### src/rtl/pong_score_ctrl_if.sv
// Signal bundle between the pong graphics/physics block and the score controller.
interface pong_score_ctrl_if;
    logic       tick;
    logic       start;
    logic       miss_1;
    logic       miss_2;
    logic       ball_hold;
    logic [7:0] score_1;
    logic [7:0] score_2;
    logic       point_pulse;
    logic       game_over;
    logic [1:0] winner;

    modport master (
        output tick, start, miss_1, miss_2,
        input  ball_hold, score_1, score_2, point_pulse, game_over, winner
    );

    modport slave (
        input  tick, start, miss_1, miss_2,
        output ball_hold, score_1, score_2, point_pulse, game_over, winner
    );
endinterface

### src/rtl/pong_score_ctrl.sv
// Pong game-state and BCD scoring controller: idle -> serve delay -> play -> point -> game over.
module pong_score_ctrl #(
    parameter int WIN_SCORE   = 7,
    parameter int SERVE_TICKS = 120
) (
    input  logic              clk,
    input  logic              reset,
    pong_score_ctrl_if.slave  bus
);

    typedef enum logic [1:0] {IDLE, SERVE, PLAY, OVER} state_t;

    localparam logic [7:0] WIN_BCD    = {4'(WIN_SCORE / 10), 4'(WIN_SCORE % 10)};
    localparam logic [7:0] SERVE_LAST = 8'(SERVE_TICKS - 1);

    state_t     state_q, state_d;
    logic       start_q;
    logic [7:0] cnt_q, cnt_d;
    logic [7:0] score_1_q, score_1_d;
    logic [7:0] score_2_q, score_2_d;
    logic       hold_q, hold_d;
    logic       pp_q, pp_d;
    logic       over_q, over_d;
    logic [1:0] winner_q, winner_d;
    logic       start_rise;
    logic [7:0] bumped;

    function automatic logic [7:0] bcd_inc(input logic [7:0] v);
        if (v[3:0] == 4'd9)
            return {v[7:4] + 4'd1, 4'd0};
        else
            return {v[7:4], v[3:0] + 4'd1};
    endfunction

    assign start_rise = bus.start & ~start_q;

    // State and all outputs are held in flops; start_q powers up high so a held button is not an edge.
    always_ff @(posedge clk or posedge reset) begin
        if (reset) begin
            state_q   <= IDLE;
            start_q   <= 1'b1;
            cnt_q     <= '0;
            score_1_q <= '0;
            score_2_q <= '0;
            hold_q    <= 1'b1;
            pp_q      <= 1'b0;
            over_q    <= 1'b0;
            winner_q  <= '0;
        end else begin
            state_q   <= state_d;
            start_q   <= bus.start;
            cnt_q     <= cnt_d;
            score_1_q <= score_1_d;
            score_2_q <= score_2_d;
            hold_q    <= hold_d;
            pp_q      <= pp_d;
            over_q    <= over_d;
            winner_q  <= winner_d;
        end
    end

    // Next-state and next-output logic; misses count only in PLAY, which is left on the scoring edge.
    always_comb begin
        state_d   = state_q;
        cnt_d     = cnt_q;
        score_1_d = score_1_q;
        score_2_d = score_2_q;
        hold_d    = hold_q;
        pp_d      = 1'b0;
        over_d    = over_q;
        winner_d  = winner_q;
        bumped    = '0;

        case (state_q)
            IDLE: begin
                hold_d = 1'b1;
                over_d = 1'b0;
                if (start_rise) begin
                    score_1_d = '0;
                    score_2_d = '0;
                    winner_d  = '0;
                    cnt_d     = '0;
                    state_d   = SERVE;
                end
            end
            SERVE: begin
                hold_d = 1'b1;
                if (bus.tick) begin
                    cnt_d = cnt_q + 8'd1;
                    if (cnt_q == SERVE_LAST) begin
                        hold_d  = 1'b0;
                        state_d = PLAY;
                    end
                end
            end
            PLAY: begin
                hold_d = 1'b0;
                if (bus.miss_1 || bus.miss_2) begin
                    pp_d   = 1'b1;
                    hold_d = 1'b1;
                    cnt_d  = '0;
                    if (bus.miss_1) begin
                        bumped    = bcd_inc(score_1_q);
                        score_1_d = bumped;
                    end else begin
                        bumped    = bcd_inc(score_2_q);
                        score_2_d = bumped;
                    end
                    if (bumped == WIN_BCD) begin
                        winner_d = bus.miss_1 ? 2'b01 : 2'b10;
                        over_d   = 1'b1;
                        state_d  = OVER;
                    end else begin
                        state_d = SERVE;
                    end
                end
            end
            OVER: begin
                hold_d = 1'b1;
                over_d = 1'b1;
                if (start_rise) begin
                    score_1_d = '0;
                    score_2_d = '0;
                    winner_d  = '0;
                    cnt_d     = '0;
                    over_d    = 1'b0;
                    state_d   = SERVE;
                end
            end
            default: begin
                state_d = IDLE;
                hold_d  = 1'b1;
                over_d  = 1'b0;
            end
        endcase
    end

    assign bus.ball_hold   = hold_q;
    assign bus.score_1     = score_1_q;
    assign bus.score_2     = score_2_q;
    assign bus.point_pulse = pp_q;
    assign bus.game_over   = over_q;
    assign bus.winner      = winner_q;

endmodule

### src/flat_wrapper.sv
// flat-port wrapper written by rule: the top's interface ports become plain ports
module pong_score_ctrl_flat 
#(
    parameter int WIN_SCORE   = 7,
    parameter int SERVE_TICKS = 120
)
  (clk, reset, bus_tick, bus_start, bus_miss_1, bus_miss_2, bus_ball_hold, bus_score_1, bus_score_2, bus_point_pulse, bus_game_over, bus_winner);
  pong_score_ctrl_if bus_i ();
  input  logic clk;
  input  logic reset;
  input wire logic [$bits(bus_i.tick)-1:0] bus_tick;
  input wire logic [$bits(bus_i.start)-1:0] bus_start;
  input wire logic [$bits(bus_i.miss_1)-1:0] bus_miss_1;
  input wire logic [$bits(bus_i.miss_2)-1:0] bus_miss_2;
  output wire logic [$bits(bus_i.ball_hold)-1:0] bus_ball_hold;
  output wire logic [$bits(bus_i.score_1)-1:0] bus_score_1;
  output wire logic [$bits(bus_i.score_2)-1:0] bus_score_2;
  output wire logic [$bits(bus_i.point_pulse)-1:0] bus_point_pulse;
  output wire logic [$bits(bus_i.game_over)-1:0] bus_game_over;
  output wire logic [$bits(bus_i.winner)-1:0] bus_winner;
  assign bus_i.tick = bus_tick;
  assign bus_i.start = bus_start;
  assign bus_i.miss_1 = bus_miss_1;
  assign bus_i.miss_2 = bus_miss_2;
  assign bus_ball_hold = bus_i.ball_hold;
  assign bus_score_1 = bus_i.score_1;
  assign bus_score_2 = bus_i.score_2;
  assign bus_point_pulse = bus_i.point_pulse;
  assign bus_game_over = bus_i.game_over;
  assign bus_winner = bus_i.winner;
  pong_score_ctrl #(.WIN_SCORE(WIN_SCORE), .SERVE_TICKS(SERVE_TICKS)) u_core (.clk(clk), .reset(reset), .bus(bus_i));
endmodule
### config.mk
export PLATFORM = sky130hd
export DESIGN_NAME = pong_score_ctrl_flat
export DESIGN_NICKNAME = d
export VERILOG_FILES = /design/src/rtl/pong_score_ctrl_if.sv /design/src/rtl/pong_score_ctrl.sv /design/src/flat_wrapper.sv
export SDC_FILE = /design/constraint.sdc
export NUM_CORES = 1
export LEC_CHECK = 0
export BUFFER_PORTS_ARGS = -buffer_cell sky130_fd_sc_hd__buf_2
export CAP_MARGIN = 20
export CORE_MARGIN = 1
export CORE_UTILIZATION = 45
export CTS_CLUSTER_SIZE = 30
export DETAILED_ROUTE_END_ITERATION = 12
export GPL_TIMING_DRIVEN = 0
export PLACE_DENSITY_LB_ADDON = 0.15
export SYNTH_ARGS = -nofsm -noshare
export SYNTH_HDL_FRONTEND = slang
export SYNTH_SLANG_ARGS = --single-unit
### constraint.sdc
create_clock -name clk -period 2.7 [get_ports clk]
set_input_delay 0.135 -clock clk [delete_from_list [all_inputs] [get_ports clk]]
set_output_delay 0.135 -clock clk [all_outputs]
set_load 0.01 [all_outputs]
==> impl_metrics.yaml, run 1 <==
timing:
  slew_violations: 0
  tns_ns: 0
  hold_violations: 0
  tightest_slew_ns: 0.671
  max_freq_mhz: 507
  setup_violations: 0
  finClkSkew_ns: 0.00471
  grt_setup_unrepaired: "false"
  slew_headroom_pct: 54.9
  period_share_pct: 73.0
  fin_crit_ns: 1.97
critical_path:
  cp_max_fo: 10
  worst-path-buf-inv: 2
  worstRegToRegCells: 8
  cp.arrival_ns: 2.18
  crit_type: "reg2reg"
  cp_slowest_cell: "dfrtp_1"
  cp-end-kind: "flop"
  rr_endpoint: "u_core.bus.score_1[2]$_DFFE_PP0P_"
  start_kind: "flop"
  cpMostUsedCell: "o21ai_1"
  cp_cell_sequence: "inv_1 > ha_1 > buf_2 > nor2_1 > a21oi_2 > o21ai_1 > nand2b_1 > o21ai_1"
  worst_path_largest_cell_delay_ns: 0.42
  critPathRequiredTime_ns: 2.91
  r2r-start: "u_core.state_q[0]$_DFFE_PP0P_"
  rrSetupSlack_ns: 0.73
  cp_top_family: "compound AO/OA/AOI/OAI gates"
routing:
  viasPerCell: 5.54
  drt_iter0_drc: 70
  post-route-drc-count: 0
  drtAntennaViolNets: 0
  drtPass1Iterations: 4
  drt_wl_total_um: 3940
  num_vias: 1590
  wire_per_inst_um: 13.7
synthesis:
  synth_area_leaders: "dfrtp_1, ha_1, nand2_1"
  synth-seq-cells: 32
  synth_area_leader_cell: "dfrtp_1"
  async_flop_share_pct: 100
  ys_seq_area_share_pct: 42.0
  yosysMostFrequentCell: "dfrtp_1"
  synth_warnings: 0
  syn_avg_cell_area_sq_um: 9.51
  syn_inst: 201
  ys.flop_type: "dfrtp_1"
  synth_top_cell_area_share_pct: 39.3
  ys_top_cells_by_count: "dfrtp_1, nand2_1, o21ai_0, ha_1, o21ai_1"
  synth-edff-count: 0
  netlist_area_sq_mm: 0.00191
  syn_nets: 218
  synth_cell_type_count: 56
finish:
  seq_area_sq_um: 803
  drive_above_1_share_pct: 23.2
  nNetsFinal: 253
  fin_area_sq_mm: 0.00227
  diodes: 0
  multi_input_area_sq_mm: 0.00102
  area_growth_pct: 18.9
  fill_cells: 376
cts:
  clk_pin_slew_worst_paths_ns: 0.07
  cts_made_buffers: 5
  clkLatencyLatePin_ns: 0.28
  cts_tree: "built"
  root_buffer: "clkbuf_8"
  post_cts_buffers: 0
  cts_sinks: 32
  htreeDepth: 2
  cts.repair.resized: 0
  clockBufferDepth: 2
global_route:
  grt_pass1_wl_um: 6660
  globalRouteTotalUtil_pct: 20.0
  overflow: 0
  antenna_found_initial: 0
  grt_max_degree: 19
  grt_pass1_vias: 1405
placement:
  place_area_sq_mm: 0.00213
  dpl.hpwl_um: 2900
  io_buffers: 25
  routabilityCongestion: 0.766
power:
  p_per_area_mw_per_mm2: 939
  irDropWorstVdd_uv: 439
  p_leak_uw: 0.00109
floorplan:
  start_util_pct: 47.5
  core.rowCount: 23
  die_area_sq_mm: 0.00451
  core_sq_mm: 0.00403
  ios: 27
  die_h_um: 67.2
  chipWidth_um: 67.2
min_path:
  hold_start: "bus_miss_2"
  hp-class: "in2reg"
  whs_path_depth: 3
  hold_end: "u_core.bus.point_pulse$_DFF_PP0_"
job:
  cap_violations: 0
status:
  status: "complete, no violations"
==> power by group <==
part	switching (uW)	total (uW)	internal [uW]
logic	617	972	354
registers	91.9	662	570
clock network	177	502	325
==> stage by stage <==
step                      hold slack, ns  instances  total power [uW]  util [%]  worst slack (ns)
after floorplan                    0.139        201              1380         -             0.889
after global placement             0.274        276              1640      52.1             0.767
after detailed placement           0.262        277              1640      52.8             0.731
after CTS                          0.225        287              2160      56.4             0.720
after global routing               0.253        287              2340      56.4             0.522
final                              0.231        287              2140      56.4             0.728
==> flip-flops by register name, indices dropped and copies added, names as in the netlist <==
name,count
u_core.bus.score_1,8
u_core.bus.winner,2
u_core.bus.ball_hold,1
u_core.bus.score_2,8
u_core.start_q,1
u_core.cnt_q,8
u_core.bus.point_pulse,1
u_core.state_q,2
u_core.bus.game_over,1
==> layout make-up <==
type | instances | area share (%)
multi-input combinational | 151 | 45.1
sequential | 32 | 35.3
timing repair buffer | 28 | 7.59
clock buffer | 7 | 4.24
tap | 50 | 2.75
buffer | 9 | 2.20
inverter | 9 | 1.49
clock inverter | 1 | 1.32
==> worst max path at each step <==
stage | endpoint | start | depth (start not counted) | slack [ns]
final | u_core.bus.score_1[2]$_DFFE_PP0P_ | u_core.state_q[0]$_DFFE_PP0P_ | 8 | 0.73
after global routing | u_core.bus.score_1[4]$_DFFE_PP0P_ | u_core.state_q[0]$_DFFE_PP0P_ | 8 | 0.52
after CTS | u_core.bus.score_1[0]$_DFFE_PP0P_ | u_core.state_q[0]$_DFFE_PP0P_ | 8 | 0.72
after detailed placement | u_core.bus.score_1[2]$_DFFE_PP0P_ | u_core.state_q[0]$_DFFE_PP0P_ | 8 | 0.73
after global placement | u_core.bus.score_1[0]$_DFFE_PP0P_ | u_core.state_q[0]$_DFFE_PP0P_ | 8 | 0.77
after floorplan | u_core.cnt_q[5]$_DFFE_PP0P_ | u_core.state_q[0]$_DFFE_PP0P_ | 7 | 0.89
==> per-layer routing <==
layer,part of all wire [%],wire [um],GRT usage [%],vias to the layer above
met5,0,0,0,-
met4,0.96,38,7.98,0
met3,2.4,94,4.05,4
met2,44,1740,29.4,23
met1,52,2060,28.6,757
li1,-,-,-,806
==> worst reg2reg max path, stage by stage (launching register included) <==
cell,delay [ns]
dfrtp_1,0.42
inv_1,0.06
ha_1,0.26
buf_2,0.20
nor2_1,0.08
a21oi_2,0.21
o21ai_1,0.29
nand2b_1,0.26
o21ai_1,0.12
==> kinds of logic (layout without fill, tap and decap cells) <==
group                      count (synthesis)  count (layout)  synth area share, %
buffers and inverters                     18              54                 4.38
adders and majority gates                 11              11                 7.20
xor gates and xnor gates                   2               2                0.916
DFF                                       32              32                 42.0
AOI/OAI and AO/OA                         60              60                 22.3
and+or+nand+nor                           78              78                 23.2
==> placed cells by master (no fill, tap or decap), types with 2 or more instances in the layout <==
cell and n:
nand4_1 5, inv_1 8, dfstp_2 2, nand2b_1 4
o21ai_1 11, nand2_1 24, nor4_1 2, o21ai_0 14
o31ai_2 4, nor3_1 6, buf_2 29, o41ai_1 2
and2_1 4, o31ai_1 2, a22o_1 2, ha_1 11
and3b_1 2, nor2_1 9, a21o_1 5, dlygate4sd3_1 2
xor2_1 2, nand4b_1 2, a21oi_1 5, clkbuf_8 7
o2bb2ai_1 2, dfrtp_1 30, clkbuf_1 2, nand3_1 7
==> repair_timing <==
action	CTS	global route
hold buffers	2	0
setup endpoints to repair	0	0
endpoints found under the hold margin	13	0
(Power assumes the default switching activity.)
==> run 2, diff against run 1 <==
Clock period 2.7 ns to 1.9 ns, I/O delays scaled along.
==> run 2 against run 1 <==
Net effect: worst hold slack got worse by 0.038 ns; core utilization increased by 1.9 points; combinational power is 70% higher; power grew 55%; clock power is 43% higher; register-to-register slack got worse by 0.66 ns; worst setup slack worse by 0.66 ns; sequential power up 42%; final area is 3.3% higher; clock-buffer cell count is the same; via count is 2.3% higher; critical path type unchanged.
==> impl_metrics.yaml, run 2 (synthesized netlist as in run 1, its figures left out) <==
status:
  status: "complete, no violations"
critical_path:
  cp_slowest_cell: "dfrtp_2"
  setup.worst_path.start: "u_core.bus.score_2[0]$_DFFE_PP0P_"
  cp_max_fo: 8
  cp.arrival_ns: 2.00
  worst-path-buf-inv: 0
  cp_cell_sequence: "ha_1 > nor3_1 > nand4_1 > o221ai_2 > o311ai_1 > o2bb2ai_1"
  start_kind: "flop"
  worstSetupPathDepth: 6
  rr_endpoint: "u_core.bus.winner[0]$_DFFE_PP0P_"
  cp_top_family: "compound AO/OA/AOI/OAI gates"
  critPathCapture: "u_core.bus.winner[0]$_DFFE_PP0P_"
  r2r-start: "u_core.bus.score_2[0]$_DFFE_PP0P_"
  rrSetupSlack_ns: 0.07
  worstRegToRegCells: 6
  worst_path_largest_cell_delay_ns: 0.46
  crit_type: "reg2reg"
  cp-end-kind: "flop"
  critPathRequiredTime_ns: 2.07
cts:
  cts_sinks: 32
  clk_pin_slew_worst_paths_ns: 0.07
  cts_made_buffers: 5
  cts_tree: "built"
  root_buffer: "clkbuf_8"
  clkLatencyLatePin_ns: 0.28
  clockBufferDepth: 2
  htreeDepth: 2
routing:
  post-route-drc-count: 0
  drt_iter0_drc: 63
  num_vias: 1626
  drtPass1Iterations: 4
  drt_wl_total_um: 4120
  wire_per_inst_um: 14.3
  drtAntennaViolNets: 0
  viasPerCell: 5.63
min_path:
  hp-class: "in2reg"
placement:
  io_buffers: 25
  place_area_sq_mm: 0.00213
  dpl.hpwl_um: 2900
  routabilityCongestion: 0.766
global_route:
  grt_max_degree: 19
  overflow: 0
  globalRouteTotalUtil_pct: 20.1
  grt_pass1_wl_um: 6700
  grt_pass1_vias: 1415
  antenna_found_initial: 0
timing:
  slew_violations: 0
  grt_setup_unrepaired: "true"
  fin_crit_ns: 1.83
  finClkSkew_ns: 0.00479
  tightest_slew_ns: 0.665
  hold_violations: 0
  max_freq_mhz: 547
  setup_violations: 0
  slew_headroom_pct: 55.6
  period_share_pct: 96.2
floorplan:
  core_sq_mm: 0.00403
  chipWidth_um: 67.2
  core.rowCount: 23
  die_area_sq_mm: 0.00451
  ios: 27
  start_util_pct: 47.5
  die_h_um: 67.2
finish:
  final_common_cell: "dfrtp_1"
  multi_input_area_sq_mm: 0.00106
  final_cell_mix: "dfrtp_1, buf_2, nand2_1, o21ai_0, ha_1"
  nNetsFinal: 255
  fill_cells: 359
  fin_area_sq_mm: 0.00235
  diodes: 0
  seq_area_sq_um: 806
  drive_above_1_share_pct: 28.5
  area_growth_pct: 22.8
power:
  power_uw: 3310
  p_leak_uw: 0.00113
  irDropWorstVdd_uv: 792
  p_per_area_mw_per_mm2: 1410
job:
  cap_violations: 0
## run 2: metrics by stage
step / cells / util [%] / setup TNS, ns / worst slack (ns) / hold WS, ns
2_1_floorplan: 201 / - / 0 / 0.0887 / 0.0995
4_1_cts: 289 / 56.9 / 0 / 0.00895 / 0.185
6_report: 289 / 58.3 / 0 / 0.0720 / 0.193
3_3_place_gp: 276 / 52.1 / -0.142 / -0.0331 / 0.234
3_5_place_dp: 277 / 52.8 / -0.531 / -0.0687 / 0.222
5_1_grt: 289 / 58.3 / -0.0886 / -0.0454 / 0.214
## run 2: worst reg2reg max path, stage by stage, from the launching register on
cell and delay [ns]:
dfrtp_2 0.46, ha_1 0.35, nor3_1 0.18, nand4_1 0.17
o221ai_2 0.24, o311ai_1 0.16, o2bb2ai_1 0.16
## run 2: how the worst min path moves through the flow
| stage | startpoint | to | slack [ns] | depth (start not counted) |
|---|---|---|---|---|
| 6_report | bus_miss_2 | u_core.bus.point_pulse$_DFF_PP0_ | 0.19 | 3 |
| 5_1_grt | bus_miss_2 | u_core.bus.point_pulse$_DFF_PP0_ | 0.21 | 3 |
| 4_1_cts | bus_miss_2 | u_core.bus.point_pulse$_DFF_PP0_ | 0.18 | 3 |
| 3_5_place_dp | reset | u_core.cnt_q[4]$_DFFE_PP0P_ | 0.22 | 2 |
| 3_3_place_gp | bus_start | u_core.start_q$_DFF_PP1_ | 0.23 | 1 |
| 2_1_floorplan | bus_start | u_core.start_q$_DFF_PP1_ | 0.1 | 0 |
## run 2: timing repair
item / CTS / global route
setup buffers: 2 / 2
hold buffers: 2 / 0
cloned: 0 / 0
pin swaps: 0 / 3
endpoints found under the hold margin: 13 / 0
resized for setup: 1 / 16
setup endpoints to repair: 14 / 24
## run 2: area by class of cell
type                       instances  share of cell area, %
buffer                             7                   2.34
clock buffer                       7                   4.10
clock inverter                     1                   1.28
inverter                           9                   1.44
multi-input combinational        151                   45.2
sequential                        32                   34.3
tap                               50                   2.66
timing repair buffer              32                   8.63
## run 2: routing by layer
metal	up-vias	track usage, %	part of all wire (%)
li1	811	-	-
met1	781	28.7	50
met2	27	29.6	46
met3	7	4.05	2.7
met4	0	7.98	1.5
met5	-	0	0
## run 2: where the power goes
group / switching, uW / internal, uW / leakage, uW
clock network: 257 / 463 / 0.0000645
logic: 974 / 678 / 0.000638
registers: 126 / 812 / 0.000425
total: 1360 / 1950 / 0.00113
==> run 3, diff against run 2 <==
Clock period 1.9 ns to 1.94 ns, I/O delays scaled along.
==> run 3 against run 2 <==
Net effect: first-iteration DRC count is 3.2% lower; clock skew increased by 0.00085 ns; critical path depth stayed put; worst setup slack improved by 0.0011 ns; critical endpoint is now u_core.bus.score_2[2]$_DFFE_PP0P_; largest power group unchanged; highest routed layer unchanged.
==> impl_metrics.yaml, run 3 (synthesized netlist as in run 1, its figures left out) <==
power:
  p_per_area_mw_per_mm2: 1350
  irDropWorstVdd_uv: 771
  power_frac_comb_pct: 48.2
  cell_internal_pwr_uw: 1830
  p_clk_share_pct: 22.4
  p_seq_share_pct: 29.4
  power.switching_uw: 1290
  p_leak_uw: 0.00111
  switching_share_pct: 41.2
placement:
  dpl.hpwl_um: 2900
  routabilityCongestion: 0.766
  place_area_sq_mm: 0.00213
  io_buffers: 25
  detailedPlace.worstSlack_ns: -0.0287
timing:
  fin_crit_ns: 1.87
  slew_violations: 0
  setup_slack_ns: 0.0731
  tightest_slew_ns: 0.666
  whs_ns: 0.202
  grt_setup_unrepaired: "true"
  finClkSkew_ns: 0.00564
  setup_violations: 0
  max_freq_mhz: 536
  period_share_pct: 96.2
  tns_ns: 0
  slew_headroom_pct: 55.5
  hold_violations: 0
critical_path:
  rrSetupSlack_ns: 0.07
  rr_endpoint: "u_core.bus.score_2[2]$_DFFE_PP0P_"
  cp.arrival_ns: 2.06
  cp_max_fo: 10
  critPathRequiredTime_ns: 2.13
  start_kind: "flop"
  r2r-start: "u_core.state_q[0]$_DFFE_PP0P_"
  worstRegToRegCells: 6
  cp-end-kind: "flop"
  crit_type: "reg2reg"
finish:
  diodes: 0
  area_growth_pct: 21.0
  nNetsFinal: 254
  fin_area_sq_mm: 0.00231
  drive_above_1_share_pct: 26.9
  fill_cells: 361
  final_common_cell: "dfrtp_1"
  post-route-util_pct: 57.4
  final_cell_mix: "dfrtp_1, buf_2, nand2_1, o21ai_0, ha_1"
min_path:
  whs_path_depth: 3
  hold_end: "u_core.bus.point_pulse$_DFF_PP0_"
  hold_start: "bus_miss_2"
  hp-class: "in2reg"
routing:
  viasPerCell: 5.60
  wire_per_inst_um: 14.1
  drt_wl_total_um: 4060
  post-route-drc-count: 0
  drtAntennaViolNets: 0
  drt_iter0_drc: 61
  drtPass1Iterations: 4
  num_vias: 1614
cts:
  cts_made_buffers: 5
  clockBufferDepth: 2
  clk_pin_slew_worst_paths_ns: 0.07
  clkLatencyLatePin_ns: 0.28
  htreeDepth: 2
  root_buffer: "clkbuf_8"
  cts_tree: "built"
  cts_sinks: 32
status:
  status: "complete, no violations"
global_route:
  globalRouteTotalUtil_pct: 20.1
  antenna_found_initial: 0
  grt_pass1_wl_um: 6700
  grt_pass1_vias: 1415
  overflow: 0
  grt_max_degree: 19
floorplan:
  ios: 27
  die_h_um: 67.2
  chipWidth_um: 67.2
  core.rowCount: 23
  die_area_sq_mm: 0.00451
  start_util_pct: 47.5
  core_sq_mm: 0.00403
job:
  cap_violations: 0
[run 3: per-stage QoR]
stage	cells	total power (uW)
3_3_place_gp	276	2280
2_1_floorplan	201	1930
5_1_grt	288	3400
4_1_cts	289	3040
6_report	288	3120
3_5_place_dp	277	2290
[run 3: worst max-delay path: stages, from the launching register on]
cell and delay [ns]:
dfrtp_1 0.37, inv_1 0.05, ha_1 0.28, clkbuf_4 0.18
nor4_1 0.59, nand3_1 0.13, o21ai_0 0.18
[run 3: final cells by class]
| type | instances | area [sq um] | area share, % |
|---|---|---|---|
| multi-input combinational | 151 | 1050 | 45.2 |
| sequential | 32 | 805 | 34.8 |
| timing repair buffer | 31 | 195 | 8.44 |
| clock buffer | 7 | 96.3 | 4.16 |
| tap | 50 | 62.6 | 2.70 |
| buffer | 7 | 45.0 | 1.95 |
| inverter | 9 | 33.8 | 1.46 |
| clock inverter | 1 | 30.0 | 1.30 |
[run 3: how the worst max path moves through the flow]
stage | startpoint | end | slack (ns) | cells after the start
floorplan | u_core.state_q[0]$_DFFE_PP0P_ | u_core.cnt_q[5]$_DFFE_PP0P_ | 0.13 | 7
global placement | u_core.state_q[0]$_DFFE_PP0P_ | u_core.bus.score_1[0]$_DFFE_PP0P_ | 0.007 | 8
detailed placement | u_core.state_q[0]$_DFFE_PP0P_ | u_core.bus.score_1[2]$_DFFE_PP0P_ | -0.03 | 8
CTS | u_core.state_q[0]$_DFFE_PP0P_ | u_core.cnt_q[4]$_DFFE_PP0P_ | 0.05 | 7
global route | u_core.state_q[1]$_DFFE_PP0P_ | u_core.bus.score_1[4]$_DFFE_PP0P_ | -0.02 | 7
finish | u_core.state_q[0]$_DFFE_PP0P_ | u_core.bus.score_2[2]$_DFFE_PP0P_ | 0.07 | 6
[run 3: layer usage]
metal / wire, um / global-route usage [%] / vias to the layer above
met3: 140 / 4.05 / 5
met4: 37 / 7.98 / 0
met2: 1830 / 29.6 / 32
met5: 0 / 0 / -
li1: - / - / 810
met1: 2060 / 28.7 / 767
[run 3: timing repair]
action	4_1_cts	5_1_grt
cloned	0	0
hold buffers	2	0
hold endpoints to repair	13	0
gates resized for setup	1	7
setup buffers	2	1
endpoints found under the setup margin	9	16
[run 3: power groups by stage]
| stage | combinational (uW) | clock, uW | sequential [uW] |
|---|---|---|---|
| after global placement | 1350 | 0 | 932 |
| after CTS | 1410 | 716 | 916 |
| final | 1500 | 698 | 917 |
| after floorplan | 981 | 0 | 945 |
| after global routing | 1710 | 750 | 940 |
| after detailed placement | 1350 | 0 | 934 |
